$ cat src/rtl/multicycle_ctrl_if.sv
// multicycle_ctrl_if: control/datapath bundle for the multicycle RV32I controller.
//   op, zero, mem_ready        : datapath/memory -> controller
//   mem_req .. instret         : controller -> datapath/memory
// Modports: master = controller side, slave = datapath/memory side.
interface multicycle_ctrl_if;
  logic [6:0]  op;
  logic        zero;
  logic        mem_ready;
  logic        mem_req;
  logic        PCWrite;
  logic        AdrSrc;
  logic        MemWrite;
  logic        IRWrite;
  logic        RegWrite;
  logic [1:0]  ResultSrc;
  logic [1:0]  ALUSrcA;
  logic [1:0]  ALUSrcB;
  logic [1:0]  ALUOp;
  logic [1:0]  ImmSrc;
  logic        illegal;
  logic [31:0] instret;

  modport master (
    input  op, zero, mem_ready,
    output mem_req, PCWrite, AdrSrc, MemWrite, IRWrite, RegWrite,
           ResultSrc, ALUSrcA, ALUSrcB, ALUOp, ImmSrc, illegal, instret
  );

  modport slave (
    output op, zero, mem_ready,
    input  mem_req, PCWrite, AdrSrc, MemWrite, IRWrite, RegWrite,
           ResultSrc, ALUSrcA, ALUSrcB, ALUOp, ImmSrc, illegal, instret
  );
endinterface

$ cat src/rtl/multicycle_ctrl.sv
// multicycle_ctrl: multicycle control FSM for lw/sw/R-type/I-type/beq/jal on a
// shared-memory single-ALU datapath, with a variable-latency memory handshake
// and a retired-instruction counter.
//   clk, reset_n : clock, asynchronous active-low reset
//   bus (master) : op/zero/mem_ready in; datapath enables, mux selects,
//                  illegal and instret out
// Optional feature: define MC_ILLEGAL_TRAP_EN to trap unsupported opcodes in
// HALT with illegal=1; otherwise they are dropped back to FETCH.
module multicycle_ctrl (
  input  logic               clk,
  input  logic               reset_n,
  multicycle_ctrl_if.master  bus
);
  localparam int unsigned StateW = 4;
  localparam int unsigned CntW   = 32;

  localparam logic [6:0] OpLw   = 7'b0000011;
  localparam logic [6:0] OpSw   = 7'b0100011;
  localparam logic [6:0] OpR    = 7'b0110011;
  localparam logic [6:0] OpI    = 7'b0010011;
  localparam logic [6:0] OpBeq  = 7'b1100011;
  localparam logic [6:0] OpJal  = 7'b1101111;

  typedef enum logic [StateW-1:0] {
    S_FETCH, S_DECODE, S_MEMADR, S_MEMREAD, S_MEMWB, S_MEMWRITE,
    S_EXECR, S_EXECI, S_ALUWB, S_BEQ, S_JAL, S_HALT
  } state_t;

  state_t            r_state;
  state_t            w_next;
  logic [CntW-1:0]   r_instret;

  logic       w_mem_req, w_pc_update, w_branch, w_adr_src, w_mem_write;
  logic       w_ir_write, w_reg_write, w_retire;
  logic [1:0] w_result_src, w_alu_src_a, w_alu_src_b, w_alu_op, w_imm_src;

  // State register
  always_ff @(posedge clk or negedge reset_n) begin
    if (!reset_n) r_state <= S_FETCH;
    else          r_state <= w_next;
  end

  // Next-state logic
  always_comb begin
    w_next = r_state;
    case (r_state)
      S_FETCH:    if (bus.mem_ready) w_next = S_DECODE;
      S_DECODE: begin
        case (bus.op)
          OpLw, OpSw: w_next = S_MEMADR;
          OpR:        w_next = S_EXECR;
          OpI:        w_next = S_EXECI;
          OpBeq:      w_next = S_BEQ;
          OpJal:      w_next = S_JAL;
`ifdef MC_ILLEGAL_TRAP_EN
          default:    w_next = S_HALT;
`else
          default:    w_next = S_FETCH;
`endif
        endcase
      end
      S_MEMADR:   w_next = (bus.op == OpLw) ? S_MEMREAD : S_MEMWRITE;
      S_MEMREAD:  if (bus.mem_ready) w_next = S_MEMWB;
      S_MEMWB:    w_next = S_FETCH;
      S_MEMWRITE: if (bus.mem_ready) w_next = S_FETCH;
      S_EXECR:    w_next = S_ALUWB;
      S_EXECI:    w_next = S_ALUWB;
      S_ALUWB:    w_next = S_FETCH;
      S_BEQ:      w_next = S_FETCH;
      S_JAL:      w_next = S_ALUWB;
      S_HALT:     w_next = S_HALT;
      default:    w_next = S_FETCH;
    endcase
  end

  // Output decode; only FETCH looks at mem_ready
  always_comb begin
    w_mem_req    = 1'b0;
    w_pc_update  = 1'b0;
    w_branch     = 1'b0;
    w_adr_src    = 1'b0;
    w_mem_write  = 1'b0;
    w_ir_write   = 1'b0;
    w_reg_write  = 1'b0;
    w_result_src = 2'b00;
    w_alu_src_a  = 2'b00;
    w_alu_src_b  = 2'b00;
    w_alu_op     = 2'b00;
    case (r_state)
      S_FETCH: begin
        w_mem_req    = 1'b1;
        w_alu_src_b  = 2'b10;
        w_result_src = 2'b10;
        w_ir_write   = bus.mem_ready;
        w_pc_update  = bus.mem_ready;
      end
      S_DECODE: begin
        w_alu_src_a = 2'b01;
        w_alu_src_b = 2'b01;
      end
      S_MEMADR: begin
        w_alu_src_a = 2'b10;
        w_alu_src_b = 2'b01;
      end
      S_MEMREAD: begin
        w_mem_req = 1'b1;
        w_adr_src = 1'b1;
      end
      S_MEMWB: begin
        w_result_src = 2'b01;
        w_reg_write  = 1'b1;
      end
      S_MEMWRITE: begin
        w_mem_req   = 1'b1;
        w_mem_write = 1'b1;
        w_adr_src   = 1'b1;
      end
      S_EXECR: begin
        w_alu_src_a = 2'b10;
        w_alu_op    = 2'b10;
      end
      S_EXECI: begin
        w_alu_src_a = 2'b10;
        w_alu_src_b = 2'b01;
        w_alu_op    = 2'b10;
      end
      S_ALUWB:  w_reg_write = 1'b1;
      S_BEQ: begin
        w_alu_src_a = 2'b10;
        w_alu_op    = 2'b01;
        w_branch    = 1'b1;
      end
      S_JAL: begin
        w_alu_src_a = 2'b01;
        w_alu_src_b = 2'b10;
        w_pc_update = 1'b1;
      end
      default: ;
    endcase
  end

  // Immediate format straight from the opcode
  always_comb begin
    case (bus.op)
      OpSw:    w_imm_src = 2'b01;
      OpBeq:   w_imm_src = 2'b10;
      OpJal:   w_imm_src = 2'b11;
      default: w_imm_src = 2'b00;
    endcase
  end

  // JAL retires via ALUWB, so it is counted exactly once
  assign w_retire = (r_state == S_MEMWB) || (r_state == S_ALUWB) ||
                    (r_state == S_BEQ)   ||
                    ((r_state == S_MEMWRITE) && bus.mem_ready);

  always_ff @(posedge clk or negedge reset_n) begin
    if (!reset_n)      r_instret <= '0;
    else if (w_retire) r_instret <= r_instret + CntW'(1);
  end

  assign bus.mem_req   = w_mem_req;
  assign bus.PCWrite   = w_pc_update | (w_branch & bus.zero);
  assign bus.AdrSrc    = w_adr_src;
  assign bus.MemWrite  = w_mem_write;
  assign bus.IRWrite   = w_ir_write;
  assign bus.RegWrite  = w_reg_write;
  assign bus.ResultSrc = w_result_src;
  assign bus.ALUSrcA   = w_alu_src_a;
  assign bus.ALUSrcB   = w_alu_src_b;
  assign bus.ALUOp     = w_alu_op;
  assign bus.ImmSrc    = w_imm_src;
  assign bus.instret   = r_instret;
`ifdef MC_ILLEGAL_TRAP_EN
  assign bus.illegal   = (r_state == S_HALT);
`else
  assign bus.illegal   = 1'b0;
`endif
endmodule

$ cat src/flat_wrapper.sv
// flat-port wrapper written by rule: the top's interface ports become plain ports
module multicycle_ctrl_flat 
  (clk, reset_n, bus_op, bus_zero, bus_mem_ready, bus_mem_req, bus_PCWrite, bus_AdrSrc, bus_MemWrite, bus_IRWrite, bus_RegWrite, bus_ResultSrc, bus_ALUSrcA, bus_ALUSrcB, bus_ALUOp, bus_ImmSrc, bus_illegal, bus_instret);
  multicycle_ctrl_if bus_i ();
  input  logic clk;
  input  logic reset_n;
  input wire logic [$bits(bus_i.op)-1:0] bus_op;
  input wire logic [$bits(bus_i.zero)-1:0] bus_zero;
  input wire logic [$bits(bus_i.mem_ready)-1:0] bus_mem_ready;
  output wire logic [$bits(bus_i.mem_req)-1:0] bus_mem_req;
  output wire logic [$bits(bus_i.PCWrite)-1:0] bus_PCWrite;
  output wire logic [$bits(bus_i.AdrSrc)-1:0] bus_AdrSrc;
  output wire logic [$bits(bus_i.MemWrite)-1:0] bus_MemWrite;
  output wire logic [$bits(bus_i.IRWrite)-1:0] bus_IRWrite;
  output wire logic [$bits(bus_i.RegWrite)-1:0] bus_RegWrite;
  output wire logic [$bits(bus_i.ResultSrc)-1:0] bus_ResultSrc;
  output wire logic [$bits(bus_i.ALUSrcA)-1:0] bus_ALUSrcA;
  output wire logic [$bits(bus_i.ALUSrcB)-1:0] bus_ALUSrcB;
  output wire logic [$bits(bus_i.ALUOp)-1:0] bus_ALUOp;
  output wire logic [$bits(bus_i.ImmSrc)-1:0] bus_ImmSrc;
  output wire logic [$bits(bus_i.illegal)-1:0] bus_illegal;
  output wire logic [$bits(bus_i.instret)-1:0] bus_instret;
  assign bus_i.op = bus_op;
  assign bus_i.zero = bus_zero;
  assign bus_i.mem_ready = bus_mem_ready;
  assign bus_mem_req = bus_i.mem_req;
  assign bus_PCWrite = bus_i.PCWrite;
  assign bus_AdrSrc = bus_i.AdrSrc;
  assign bus_MemWrite = bus_i.MemWrite;
  assign bus_IRWrite = bus_i.IRWrite;
  assign bus_RegWrite = bus_i.RegWrite;
  assign bus_ResultSrc = bus_i.ResultSrc;
  assign bus_ALUSrcA = bus_i.ALUSrcA;
  assign bus_ALUSrcB = bus_i.ALUSrcB;
  assign bus_ALUOp = bus_i.ALUOp;
  assign bus_ImmSrc = bus_i.ImmSrc;
  assign bus_illegal = bus_i.illegal;
  assign bus_instret = bus_i.instret;
  multicycle_ctrl u_core (.clk(clk), .reset_n(reset_n), .bus(bus_i));
endmodule
$ cat config.mk
export PLATFORM = sky130hd
export DESIGN_NAME = multicycle_ctrl_flat
export DESIGN_NICKNAME = d
export VERILOG_FILES = /design/src/rtl/multicycle_ctrl_if.sv /design/src/rtl/multicycle_ctrl.sv /design/src/flat_wrapper.sv
export SDC_FILE = /design/constraint.sdc
export NUM_CORES = 1
export LEC_CHECK = 0
export ABC_AREA = 0
export CAP_MARGIN = 0
export CORE_MARGIN = 5
export CORE_UTILIZATION = 35
export CTS_CLUSTER_SIZE = 14
export DETAILED_ROUTE_END_ITERATION = 12
export GPL_TIMING_DRIVEN = 1
export SYNTH_ARGS = -nofsm -noshare
export SYNTH_HDL_FRONTEND = slang
export SYNTH_SLANG_ARGS = --single-unit
$ cat constraint.sdc
create_clock -name clk -period 4.42 [get_ports clk]
set_clock_uncertainty 0.2 [all_clocks]
set_input_delay 0.442 -clock clk [delete_from_list [all_inputs] [get_ports clk]]
set_output_delay 0.442 -clock clk [all_outputs]
set_load 0.02 [all_outputs]
Yosys cells after proc, flatten, opt, wreduce, memory -nomap -nowiden
Index checks and enable logic that the tools add are counted.
- flip-flop bits (word level): 36
- bits in latches: 0
- bits in writable memories: 0
- memory bits (read-only): 0
- logic and storage cells: 59
- memories kept: 0
- add/subtract/negate cells: 1
- multipliers: 0
- div/mod/pow operators: 0
- magnitude comparators: 0
- equal/unequal tests: 20
- shift operators: 0
- mux-type cells: 18
- bitwise operators: 2
- reduce and logical (&&, ||, !) cells: 16
- operators with widths (cell ; count):
    adder 32 x 1 -> 32 bit (second input constant) ; 1
    one-hot mux 4 bit (7 select lines) ; 1
    one-hot mux 4 bit (5 select lines) ; 1
    == test 4 x 3 -> 1 bit (second input constant) ; 4
    == test 4 bit (second input constant) ; 4
    one-hot mux 2 bit (2 select lines) ; 4
    == test 7 x 6 -> 1 bit (second input constant) ; 2
    == test 7 bit (second input constant) ; 2
    2-to-1 mux 4 bit ; 3
    OR reduction 2 bit ; 6
    OR reduction 3 bit ; 3
    == test 4 x 2 -> 1 bit (second input constant) ; 2
    == test 7 x 2 -> 1 bit (second input constant) ; 1
    == test 7 x 5 -> 1 bit (second input constant) ; 1
    2-to-1 mux 1 bit ; 6
    inequality test 2 bit (second input constant) ; 3
    one-hot mux 2 bit (3 select lines) ; 1
    == test 4 x 1 -> 1 bit (second input constant) ; 1
    zero test 4 bit ; 1
    OR reduction 4 bit ; 1
    logical OR 1 bit ; 3
    2-to-1 mux 3 bit ; 1
    AND reduction 3 bit ; 1
    one-hot mux 1 bit (2 select lines) ; 1
    other kinds (3) ; 3

Logic depth before layout (Yosys ltp)
- depth after elaboration: 4
- gate-level depth with buffers: 7

Worst setup path after synthesis
OpenSTA, ideal clock, no wires.
- path kind: register to output
- start: register u_core.r_state[2]
- end: output bus_mem_req
- arrival time: 1516 ps
- path slack: 2262 ps
- stages on the path, launching flop included: 4
- buffers on the path: 0
- cell sequence: dfrtp_1 > or2_2 > nor3_1 > or2_2
- longest elaborated chain between the ends: 3
- RTL lines (what ; RTL line ; RTL):
    start: declaration ; multicycle_ctrl.sv:29 ; state_t r_state;
    start signal: assignment ; multicycle_ctrl.sv:40 ; else r_state <= w_next;
    == test 4 x 2 -> 1 bit, or another cell as far along ; multicycle_ctrl.sv:89 ; case (r_state)
    OR reduction 3 bit (no line) * ; -- ;
    2-to-1 mux 1 bit * ; multicycle_ctrl.sv:89 ;
    end: declaration ; flat_wrapper.sv:10 ; output wire logic [$bits(bus_i.mem_req)-1:0] bus_mem_req;
Every way passes the cells marked *; elsewhere a longest branch is shown, timed or not.

Worst setup path after layout
- start: register u_core.r_state[0]
- end: output bus_ALUSrcA[1]
- longest elaborated chain between the ends: 3
- RTL lines (what ; RTL line ; RTL):
    == test 4 x 2 -> 1 bit, or another cell as far along ; multicycle_ctrl.sv:89 ;
    OR reduction 4 bit (no line) / OR reduction 2 bit (equally long branches) ; -- ;
    one-hot mux 2 bit (2 select lines) * ; multicycle_ctrl.sv:89 ;
    end: declaration ; flat_wrapper.sv:17 ; output wire logic [$bits(bus_i.ALUSrcA)-1:0] bus_ALUSrcA;
Marked as above.

==> impl_results.html <==
<table>
<tr><th>Metric</th><th>Value</th></tr>
<tr><th colspan="2">Clocking</th></tr>
<tr><td>Cts hold-fix bufs</td><td>0</td></tr>
<tr><td>Cell at the root of the clock tree</td><td>clkbuf_8</td></tr>
<tr><td>H-Tree Level Count</td><td>2</td></tr>
<tr><td>Number of buffers on the longest clock path</td><td>2</td></tr>
<tr><td>Number of buffers inserted by post-CTS setup repair</td><td>0</td></tr>
<tr><td>TritonCTS clock tree</td><td>built</td></tr>
<tr><td>Clock transition at the registers of the reported paths</td><td>0.07 ns</td></tr>
<tr><td>Clock sink count</td><td>36</td></tr>
<tr><td>Number of buffers added by the clock tree synthesis step</td><td>5</td></tr>
<tr><td>Number of gates given a new drive strength after cts</td><td>0</td></tr>
<tr><td>Skew-Pair Late Insertion Delay</td><td>0.28 ns</td></tr>
<tr><th colspan="2">Logic synthesis</th></tr>
<tr><td>Cell taking the most area after synthesis</td><td>dfrtp_1</td></tr>
<tr><td>Async set or reset register ratio after synthesis</td><td>100.0%</td></tr>
<tr><td>Synthesis Warnings</td><td>0</td></tr>
<tr><td>Per-instance average area after synthesis</td><td>9.870 um2</td></tr>
<tr><td>Proportion of netlist area held by the largest area contributor</td><td>44.31%</td></tr>
<tr><td>Gate count after technology mapping</td><td>206</td></tr>
<tr><td>Number of unique standard cell types used by synthesis</td><td>46</td></tr>
<tr><td>Proportion of synthesized chip area in sequential cells</td><td>between 40 and 50%</td></tr>
<tr><td>Synthesis-stage register bit count</td><td>36</td></tr>
<tr><td>Mapped Nets</td><td>218</td></tr>
<tr><td>Summed instance area of the synthesized netlist</td><td>0.002033 mm2</td></tr>
<tr><td>Largest cells by area after synthesis</td><td>dfrtp_1 (44%), xnor2_1 (9.9%), xor2_1 (4.7%)</td></tr>
<tr><td>Number of enable flip-flop cells after synthesis</td><td>0</td></tr>
<tr><td>Top FF cell, synth</td><td>dfrtp_1</td></tr>
<tr><th colspan="2">Route</th></tr>
<tr><td>DRT Wirelength</td><td>around 4.6 mm</td></tr>
<tr><td>Count of vias placed by the detailed router</td><td>1688</td></tr>
<tr><td>DR pass1 iterations</td><td>4</td></tr>
<tr><td>Antenna-violating nets left</td><td>0</td></tr>
<tr><td>Starting DRC count in detailed routing</td><td>41</td></tr>
<tr><td>Detailed route wirelength on metal2</td><td>2.002 mm</td></tr>
<tr><td>Post-DR vias/cell</td><td>5.024</td></tr>
<tr><td>Highest routed layer</td><td>met4</td></tr>
<tr><td>Total length of routed met3 wires</td><td>402 um</td></tr>
<tr><td>WL met1</td><td>around 2.1 mm</td></tr>
<tr><td>Detail-routed net length per standard cell</td><td>13.59 um</td></tr>
<tr><td>Drt drc</td><td>0</td></tr>
<tr><th colspan="2">STA</th></tr>
<tr><td>Count of final setup violators</td><td>0</td></tr>
<tr><td>Final-layout setup total negative slack</td><td>0 ns</td></tr>
<tr><td>Slew at the pin closest to its max-slew limit</td><td>~0.79 ns</td></tr>
<tr><td>Worst slew slack as a fraction of its limit</td><td>47.55%</td></tr>
<tr><td>Clock period minus worst slack</td><td>3.021 ns</td></tr>
<tr><td>Max-slew violation total from the final report</td><td>0</td></tr>
<tr><td>PnR worst setup slack</td><td>1.399 ns</td></tr>
<tr><td>Final period util</td><td>68.35%</td></tr>
<tr><td>Unrepaired setup endpoints after global routing</td><td>no</td></tr>
<tr><td>Final Hold Violating Endpoints</td><td>0</td></tr>
<tr><td>Fmax achieved</td><td>between 300 and 400 MHz</td></tr>
<tr><th colspan="2">Power</th></tr>
<tr><td>Internal power contribution</td><td>0.6156 mW</td></tr>
<tr><td>Power spent charging and discharging nets</td><td>0.3137 mW</td></tr>
<tr><td>Sw frac</td><td>33.76%</td></tr>
<tr><td>Power Total</td><td>0.9293 mW</td></tr>
<tr><td>Static leakage</td><td>1.073 nW</td></tr>
<tr><td>Cell area power density</td><td>338.2 mW/mm2</td></tr>
<tr><td>Clock share of power</td><td>26.0%</td></tr>
<tr><td>Largest vdd supply drop</td><td>between 0.2 and 0.3 mV</td></tr>
<tr><td>Combinational share of power</td><td>32.1%</td></tr>
<tr><td>Proportion of power drawn by flip-flops and latches</td><td>42.0%</td></tr>
<tr><th colspan="2">Global route</th></tr>
<tr><td>Wire length of the first global-routing pass</td><td>7.886 mm</td></tr>
<tr><td>Antenna violations before repair</td><td>0</td></tr>
<tr><td>Global Route Usage Sum</td><td>12.96%</td></tr>
<tr><td>Number of global-route vias before repair</td><td>1673</td></tr>
<tr><td>Maximum number of pins on one net before global-route repair</td><td>37</td></tr>
<tr><td>Remaining Overflow, GRT</td><td>0</td></tr>
<tr><th colspan="2">Final layout</th></tr>
<tr><td>Number of nets in the layout</td><td>around 280</td></tr>
<tr><td>Relative area change from synthesis to final layout</td><td>35.14%</td></tr>
<tr><td>Layout Cell Area excl Fill</td><td>about 0.0027 mm2</td></tr>
<tr><td>Share of the core filled with cells in the final layout</td><td>about half</td></tr>
<tr><td>Diodes inserted</td><td>0</td></tr>
<tr><td>Share of post-route cells with drive strength above 1</td><td>roughly 8.3%</td></tr>
<tr><th colspan="2">Worst setup path</th></tr>
<tr><td>Peak fanout along the critical path</td><td>14</td></tr>
<tr><td>Reg-to-Reg Start</td><td>u_core.r_state[3]$_DFFE_PN0P_</td></tr>
<tr><td>Number of cells on the worst reg-to-reg path</td><td>5</td></tr>
<tr><td>Nature of the critical path endpoint</td><td>output port</td></tr>
<tr><td>Capturing point of the worst reg2reg path</td><td>u_core.bus.instret[19]$_DFFE_PN0P_</td></tr>
<tr><td>Startpoint type of the worst setup path</td><td>flop</td></tr>
<tr><td>Worst-case register-to-register setup slack</td><td>2.01 ns</td></tr>
<tr><td>Arrival time of data at the critical path endpoint</td><td>2.38 ns</td></tr>
<tr><td>Setup Crit Path Kind</td><td>flop to output port</td></tr>
<tr><td>CP required</td><td>3.78 ns</td></tr>
<tr><th colspan="2">Floorplanning</th></tr>
<tr><td>Cell row count</td><td>27</td></tr>
<tr><td>Initial standard-cell utilization of the core</td><td>a little over a third</td></tr>
<tr><td># IOs</td><td>60</td></tr>
<tr><td>Horiz. Die Dim</td><td>86.22 um</td></tr>
<tr><td>Area enclosed by the die boundary</td><td>around 0.0074 mm2</td></tr>
<tr><td>Core Area</td><td>0.005574 mm2</td></tr>
<tr><td>Floorplan die height</td><td>86.22 um</td></tr>
<tr><th colspan="2">Placement</th></tr>
<tr><td>Global placer's final weighted congestion</td><td>~0.75</td></tr>
<tr><td>Cell area after placement</td><td>around 0.0027 mm2</td></tr>
<tr><td>Half-perimeter wire length after detailed placement</td><td>3.344 mm</td></tr>
<tr><td>Port-buffer cells</td><td>58</td></tr>
<tr><td>Placement-stage worst setup slack</td><td>approximately 1.5 ns</td></tr>
<tr><th colspan="2">Min path</th></tr>
<tr><td>Worst hold path type</td><td>input port to async pin</td></tr>
<tr><th colspan="2">Run</th></tr>
<tr><td>Maxcap violations</td><td>0</td></tr>
<tr><th colspan="2">Outcome</th></tr>
<tr><td>Run status</td><td>finished clean</td></tr>
</table>
-- final cells by class --
| type | instances | area (um2) |
|---|---|---|
| well taps | 72 | 90.09 |
| fillers | 541 | 2826 |
| flip-flops and latches | 36 | 900.9 |
| repair buffers | 58 | 575.6 |
| clock buffers | 6 | 82.58 |
| multi-input cells | 158 | 1074 |
| inverters | 4 | 15.01 |
| clock inverters | 2 | 10.01 |
-- worst max path at each step --
| stage | to | start |
|---|---|---|
| 6_report | bus_ALUSrcA[1] | u_core.r_state[0]$_DFFE_PN0P_ |
| 5_1_grt | bus_ALUSrcA[1] | u_core.r_state[0]$_DFFE_PN0P_ |
| 4_1_cts | bus_ALUSrcA[1] | u_core.r_state[0]$_DFFE_PN0P_ |
| 3_5_place_dp | bus_ImmSrc[0] | bus_op[3] |
| 3_3_place_gp | bus_ImmSrc[0] | bus_op[3] |
| 2_1_floorplan | bus_mem_req | u_core.r_state[2]$_DFFE_PN0P_ |
-- through the flow --
stage	hold slack (ns)	cells
5_1_grt	0.1196	336
2_1_floorplan	-0.05359	206
4_1_cts	0.06729	336
3_3_place_gp	0.2640	328
6_report	0.03719	336
3_5_place_dp	0.2705	328
-- routing by layer --
layer	global-route usage, %	vias up
li1	-	839
met1	17.93	785
met2	19.20	58
met3	4.753	6
met4	3.399	0
met5	0	-
-- critical path: stages, from the launching register on --
cell and delay (ns):
dfrtp_1 0.61, inv_1 0.17, nor2_1 0.36, nand2_1 0.13, o22ai_1 0.19, clkdlybuf4s50_1 0.63
-- cell usage in the layout, fill, tap and decap left out, types with 2 or more instances in the layout --
cell	count
nand3_1	12
a21oi_1	3
o21ai_0	3
a31oi_1	2
a32o_1	2
and4_1	4
dfrtp_1	36
nand2b_1	5
xnor2_1	23
clkinv_2	2
or2_2	2
nor3_1	9
nor3_2	5
nand4_1	7
nand2_1	19
nor4b_4	2
o22ai_1	2
and3_1	4
a22o_1	2
clkbuf_8	6
nor2_1	18
and2_1	4
clkdlybuf4s50_1	57
inv_1	4
xor2_1	11
-- state kept, by name (all words and copies together) (netlist names) --
register,cells
u_core.r_state,4
u_core.bus.instret,32
-- kinds of logic (layout without fill, tap and decap cells) --
kind of cell	Yosys count	after routing	synth area share, %
AO/OA/AOI/OAI	21	21	7.508
XOR/XNOR	34	34	14.65
adder cells (fa/ha/maj)	1	1	0.6153
buffers and inverters	12	70	2.892
flip-flops	36	36	44.31
multiplexers	2	2	1.046
other	1	1	0.1844
AND/OR/NAND/NOR	99	99	28.80
-- cell usage after synthesis, types with 2 or more instances --
cell,instances
and3_1,4
nor3_2,5
clkbuf_1,3
a22o_1,2
a32o_1,2
o22ai_1,2
inv_1,4
nand2_1,19
buf_2,2
nand4_1,7
nand2b_1,5
nor2_1,18
a21oi_1,3
and4_1,4
o21ai_0,3
nor4b_4,2
xor2_1,11
nor3_1,9
xnor2_1,23
dfrtp_1,36
and2_1,4
nand3_1,12
a31oi_1,2
or2_2,2
-- power by group through the flow --
stage | clock network (mW) | registers, mW | logic, mW
2_1_floorplan | 0 | 0.392 | 0.168
3_3_place_gp | 0 | 0.396 | 0.301
3_5_place_dp | 0 | 0.395 | 0.298
4_1_cts | 0.250 | 0.389 | 0.301
5_1_grt | 0.262 | 0.395 | 0.328
6_report | 0.241 | 0.390 | 0.298
Note: power is estimated with default switching activity, not from simulation.
